**src/rtl/uc_mult_pkg.sv**
```systemverilog
// uc_mult_pkg -- shared definitions for the shift-and-add multiplier control unit.
//   state_t      : FSM state encoding (IDLE, LOAD, TEST, ADD, SHIFT, DONE)
//   N_DEFAULT    : default operand width / iteration count
//   CW_DEFAULT   : default iteration counter width
//   cw_for()     : counter width needed to count 0..n-1 (minimum 1)
package uc_mult_pkg;

  function automatic int cw_for(input int n);
    return (n <= 2) ? 1 : $clog2(n);
  endfunction

  localparam int N_DEFAULT  = 3;
  localparam int CW_DEFAULT = cw_for(N_DEFAULT);

  // Six legal encodings out of eight; the remaining two are decoded as
  // illegal and steer the FSM back to IDLE.
  typedef enum logic [2:0] {
    IDLE  = 3'd0,
    LOAD  = 3'd1,
    TEST  = 3'd2,
    ADD   = 3'd3,
    SHIFT = 3'd4,
    DONE  = 3'd5
  } state_t;

endpackage

```
**src/rtl/contador_uc.sv**
```systemverilog
// contador_uc -- iteration counter for the multiplier control unit.
// Ports:
//   clk   : clock, rising edge
//   reset : synchronous active-high reset, clears the count
//   clear : synchronous clear (issued in LOAD)
//   inc   : advance by one; ignored once terminal count is reached
//   tc    : high when count == N-1
module contador_uc #(
  parameter int N  = 3,
  parameter int CW = 2
) (
  input  logic clk,
  input  logic reset,
  input  logic clear,
  input  logic inc,
  output logic tc
);

  logic [CW-1:0] count;

  assign tc = (count == CW'(N - 1));

  // The count saturates at N-1 rather than wrapping; only clear or reset
  // bring it back to zero.
  always_ff @(posedge clk) begin
    // NOTE: registered state is updated with non-blocking assignments so every
    // flop samples pre-edge values, independent of process ordering.
    if (reset || clear) begin
      count <= '0;
    end else if (inc && !tc) begin
      count <= count + CW'(1);
    end
  end

endmodule

```
**src/rtl/uc_mult.sv**
```systemverilog
// uc_mult -- Moore control unit for an N-bit shift-and-add multiplier.
// The datapath (M, Q and A registers, adder) lives outside this block and is
// driven by the strobes below; q0 reports the multiplier LSB back.
// Ports:
//   clk       : clock, rising edge
//   reset     : synchronous active-high reset (aborts any operation)
//   start     : begin a multiplication; sampled only in IDLE
//   q0        : LSB of the multiplier shift register
//   CargaM    : load multiplicand register
//   CargaQ    : parallel-load multiplier register
//   DesplazaQ : shift multiplier register right (0 into MSB)
//   InicA     : clear accumulator/product register
//   CargaA    : load accumulator with A + M
//   DesplazaA : shift accumulator/product register
//   Fin       : one-cycle pulse, product valid
//   Ocupado   : high in every state except IDLE
module uc_mult
  import uc_mult_pkg::*;
#(
  parameter int N  = N_DEFAULT,
  parameter int CW = CW_DEFAULT
) (
  input  logic clk,
  input  logic reset,
  input  logic start,
  input  logic q0,
  output logic CargaM,
  output logic CargaQ,
  output logic DesplazaQ,
  output logic InicA,
  output logic CargaA,
  output logic DesplazaA,
  output logic Fin,
  output logic Ocupado
);

  state_t state, state_next;
  logic   cnt_clear, cnt_inc, cnt_tc;

  contador_uc #(
    .N  (N),
    .CW (CW)
  ) u_contador (
    .clk   (clk),
    .reset (reset),
    .clear (cnt_clear),
    .inc   (cnt_inc),
    .tc    (cnt_tc)
  );

  always_ff @(posedge clk) begin
    if (reset) begin
      state <= IDLE;
    end else begin
      state <= state_next;
    end
  end

  // Outputs depend on the registered state only; q0, start and cnt_tc
  // influence the next state and the counter controls, never the strobes.
  always_comb begin
    // NOTE: every signal driven here gets a default first, so no path through
    // the case statement can leave one unassigned and infer a latch.
    state_next = IDLE;
    cnt_clear  = 1'b0;
    cnt_inc    = 1'b0;
    CargaM     = 1'b0;
    CargaQ     = 1'b0;
    DesplazaQ  = 1'b0;
    InicA      = 1'b0;
    CargaA     = 1'b0;
    DesplazaA  = 1'b0;
    Fin        = 1'b0;
    Ocupado    = 1'b1;

    case (state)
      IDLE: begin
        Ocupado    = 1'b0;
        state_next = start ? LOAD : IDLE;
      end
      LOAD: begin
        CargaM     = 1'b1;
        CargaQ     = 1'b1;
        InicA      = 1'b1;
        cnt_clear  = 1'b1;
        state_next = TEST;
      end
      TEST: begin
        state_next = q0 ? ADD : SHIFT;
      end
      ADD: begin
        CargaA     = 1'b1;
        state_next = SHIFT;
      end
      SHIFT: begin
        DesplazaQ = 1'b1;
        DesplazaA = 1'b1;
        if (cnt_tc) begin
          state_next = DONE;
        end else begin
          cnt_inc    = 1'b1;
          state_next = TEST;
        end
      end
      DONE: begin
        Fin        = 1'b1;
        state_next = IDLE;
      end
      default: begin
        state_next = IDLE;
      end
    endcase
  end

endmodule

```
**config.mk**
```make
export PLATFORM = sky130hd
export DESIGN_NAME = uc_mult
export DESIGN_NICKNAME = d
export VERILOG_FILES = /design/src/rtl/uc_mult_pkg.sv /design/src/rtl/contador_uc.sv /design/src/rtl/uc_mult.sv
export SDC_FILE = /design/constraint.sdc
export NUM_CORES = 1
export LEC_CHECK = 0
export BUFFER_PORTS_ARGS = -buffer_cell sky130_fd_sc_hd__buf_2
export CAP_MARGIN = 30
export CORE_AREA = 2 2 39 41
export CTS_BUF_LIST = sky130_fd_sc_hd__clkbuf_8
export DETAILED_ROUTE_END_ITERATION = 12
export DIE_AREA = 0 0 41 43
export SLEW_MARGIN = 20
export SYNTH_ARGS = -nofsm -noshare
export SYNTH_HDL_FRONTEND = slang
export SYNTH_SLANG_ARGS = --single-unit
```
**constraint.sdc**
```tcl
create_clock -name clk -period 3.8 [get_ports clk]
set_input_delay 0.38 -clock clk [delete_from_list [all_inputs] [get_ports clk]]
set_output_delay 0.38 -clock clk [all_outputs]
set_load 0.1 [all_outputs]
```
# Word level (Yosys, flattened, before mapping)
# Index checks and enable logic that the tools add are counted.
# W data, S select, Z words.
# totals
register_bits	5
inputBits	4
# op_classes
n_addsub	1
n_eq_ne	6
muxes	11
n_reduce_logical	4
# ops
operator	n
$pmux W3 S5	1
$mux W1	8
$eq A3 B2 Y1 const B	2
$eq A3 B3 Y1 const B	2
$mux W3	2
$eq A3 B1 Y1 const B	1
$logic_not A3 Y1	1
$add A2 B1 Y2 const B	1
$eq A2 B2 Y1 const B	1
$logic_and A1 B1 Y1	1
$logic_not A1 Y1	1
$logic_or A1 B1 Y1	1

# Longest topological paths before layout
# depth
ltp_word	4
depth_mapped	5

# Hierarchy
# Synthesis repeated with hierarchy kept, for this count alone.
# unflattened
cells_unflattened	34
hier_area_um2	330.3
# modules_own_cells
mod	instances	cells_each	area_per_inst_um2	seq_area_each_um2
uc_mult	1	25	225.2	60.1
contador_uc	1	9	105.1	40.0

# Worst setup path before layout
# No wires, ideal clock.
# synth_timing
path_type	flip-flop to output port
startpoint	register state[0]
endpoint	output port CargaQ
arrival_time_ps	3589
t_required_ps	3420
slack_ps	-169
stages_incl_launch_ff	3
cell_sequence	dfxtp_1 > nor3b_1 > buf_4
# synth_between
elab_chain_cells	2
# synth_lines
item	line	text
from (decl)	uc_mult.sv:37	state_t state, state_next;
from (signal assigned)	uc_mult.sv:55	state <= state_next;
$eq A3 B1 Y1	--	
$mux W1	--	
to (decl)	uc_mult.sv:28	output logic CargaQ,
# Every way passes these cells.

# Worst setup path after layout
# layout_timing
startpoint	register state[0]
endpoint	output port InicA
# layout_between
elab_chain_cells	2
# layout_lines
item	line	text
$eq A3 B1 Y1	uc_mult.sv:76	case (state)
$mux W1	uc_mult.sv:76	
to (decl)	uc_mult.sv:30	output logic InicA,
# Every way passes these cells.

==> metrics.txt <==
status=complete, no violations; shortest period the worst path allows=1.97 ns; WP data required=3.42 ns; Hold Crit Depth=2; TritonCTS clock tree=done; H-tree lvl count=1; P_leak=0.177 nW; layout cells sized above 1=0.442; 1st-iter DRT viols=5; Pre-Repair DR Iteration Count=2; Initial Util=0.228; Synth Register Bits=5; DR vias=260; # resized after CTS=0; worst setup path end=InicA; synthesis-to-finish area growth=29.0%; chip height=43 um; clock skew=0.00164 ns; I/O pin count=12; CP Launch Type=register; worst min-delay path class=input port to register; die area=1760 um2; DRC violations left=0; dominant cell type by area after synthesis=dfxtp_1; worst hold margin=0.401 ns; Post-Layout Cell Count=59; Slew @ Worst Pin=0.485 ns; Max Clock Freq=507 MHz; Syn Std Cell Area=315 um2; Routed Antenna Nets=0; Design Area, Final=407 um2; Reg clk slew, reported paths=0.03 ns; final net count=49; Setup violations, final=0; Fillers=143; Syn Area/Cell=9.85 um2; Syn Nets=37; DP Area=362 um2; initial antenna violation count=0; All-Layer GR Usage=0.0803; GRT busiest layer=met4; GRT met1 Usage=0.0900; core area=1380 um2; final WL=548 um; reg2reg end=u_contador.count[1]; Final TNS setup=0 ns; cells after synthesis=32; Final period util=0.519; FF-to-FF setup slack=2.34 ns; placed insts=55; GR Util met3=0.0471; CP endpoint kind=output port; pwr dens=533 nW/um2; Pwr Total=0.217 mW; Seq/Total Area, Yosys=0.317; CP Class=register to output port; Worst setup startpoint=state[0]; Worst R2R Path Depth=5; CTS root buffer=clkbuf_8; met2 GRT Util=0.0875; Post-CTS Setup Bufs=0; clock sink count=5; DP HPWL=429 um; Core Rows=14; pre-CTS WS=2.05 ns; synth unique cells=23; global-route wire length before repair=848 um; unrepaired setup endpoints after global routing=no; post-synth top area share=0.317; largest net degree at the start of global routing=9; top post-synthesis cells by area=dfxtp_1, nor4b_4, buf_4, a2111oi_2, nor3b_1; worst-skew pair later-pin latency=0.22 ns; maxcap violations=0; Rel. slew slack=0.679; Final Core Density=0.294; worst setup margin=1.83 ns; Hold Violations, Final=0; hold_buf cts=0; I/O Buffers=11; worst vdd ir=0.144 mV; ANT cells=0; grt total ovfl=0; vias per std cell=4.41; CTS Buf Count=3; Final Wtd Congestion=0.622; Final Slew Violations=0; CP arrival=1.59 ns; DIE WIDTH=41 um; Crit Path Max Fanout=8; Routed WL per cell=9.29 um; vias in the first global route=210; R2R Path Start=u_contador.count[0]; Clock Path Buffers=2; Warnings, synthesis=0
-- worst max-delay path, stage by stage, from the launching register on --
cell and delay (ns):
dfxtp_1 0.47, nor3b_2 0.40, buf_2 0.50
-- registers in the layout (all words and copies together) (netlist names) --
name              count
state                 3
u_contador.count      2
-- layer usage --
layer,vias up,wire (um)
met2,12,217
met4,0,8
met3,2,55
met5,-,0
met1,115,266
li1,131,-
-- report_power, final --
group	switching [mW]	leakage [nW]	internal [mW]
sequential	0.00541	0.0407	0.0556
clock	0.0238	0.0269	0.0690
combinational	0.0504	0.109	0.0125
total	0.0796	0.177	0.137
-- layout by cell type (no fill, tap or decap) --
master | Yosys | routed
buf_2 | 0 | 11
dfxtp_1 | 5 | 5
clkbuf_8 | 0 | 3
inv_1 | 1 | 2
nor2b_1 | 2 | 2
nor3_1 | 2 | 2
nor3b_1 | 2 | 1
and2_1 | 1 | 1
nor3b_2 | 0 | 1
or3_1 | 1 | 1
and3b_2 | 1 | 1
nor4b_4 | 1 | 1
xnor2_1 | 1 | 1
nand2b_1 | 1 | 1
nand2_1 | 1 | 1
a21oi_1 | 1 | 1
nor2_2 | 1 | 1
a2111oi_2 | 1 | 1
a211oi_1 | 1 | 1
nor2_1 | 1 | 1
mux2i_1 | 1 | 1
nand3b_1 | 1 | 1
o21a_1 | 1 | 1
ha_1 | 1 | 1
-- worst min path at each step --
stage,start,endpoint,slack (ns)
after floorplan,reset,state[2],0.45
after global placement,u_contador.count[1],u_contador.count[1],0.52
after global routing,reset,state[2],0.43
after CTS,reset,state[2],0.40
final,reset,state[2],0.40
after detailed placement,u_contador.count[1],u_contador.count[1],0.53
-- synthesized netlist by cell type --
cell type,instances
xnor2_1,1
mux2i_1,1
and3b_2,1
buf_4,3
dfxtp_1,5
and2_1,1
nor4b_4,1
a2111oi_2,1
nand2_1,1
or3_1,1
nor3_1,2
ha_1,1
buf_6,1
nor3b_1,2
nand2b_1,1
nand3b_1,1
nor2_2,1
inv_1,1
a211oi_1,1
nor2_1,1
a21oi_1,1
o21a_1,1
nor2b_1,2
-- layout make-up --
class	count	area [um2]	area share
Clock inverter	1	3.75	0.00923
Multi-Input combinational cell	22	183	0.449
Tap cell	16	20.0	0.0492
Inverter	1	3.75	0.00923
Sequential cell	5	100	0.246
Clock buffer	3	41.3	0.102
Timing Repair Buffer	11	55.1	0.135
-- logic make-up (layout without fill, tap and decap cells) --
family          after synthesis  in the layout  synth area share
simple gates                 15             15             0.353
buf+inv                       5             16             0.119
fa+ha+maj                     1              1            0.0397
compound gates                4              4             0.111
flops                         5              5             0.317
xor+xnor                      1              1            0.0278
mux                           1              1            0.0317
No activity file was read; power rests on OpenSTA's default activity.
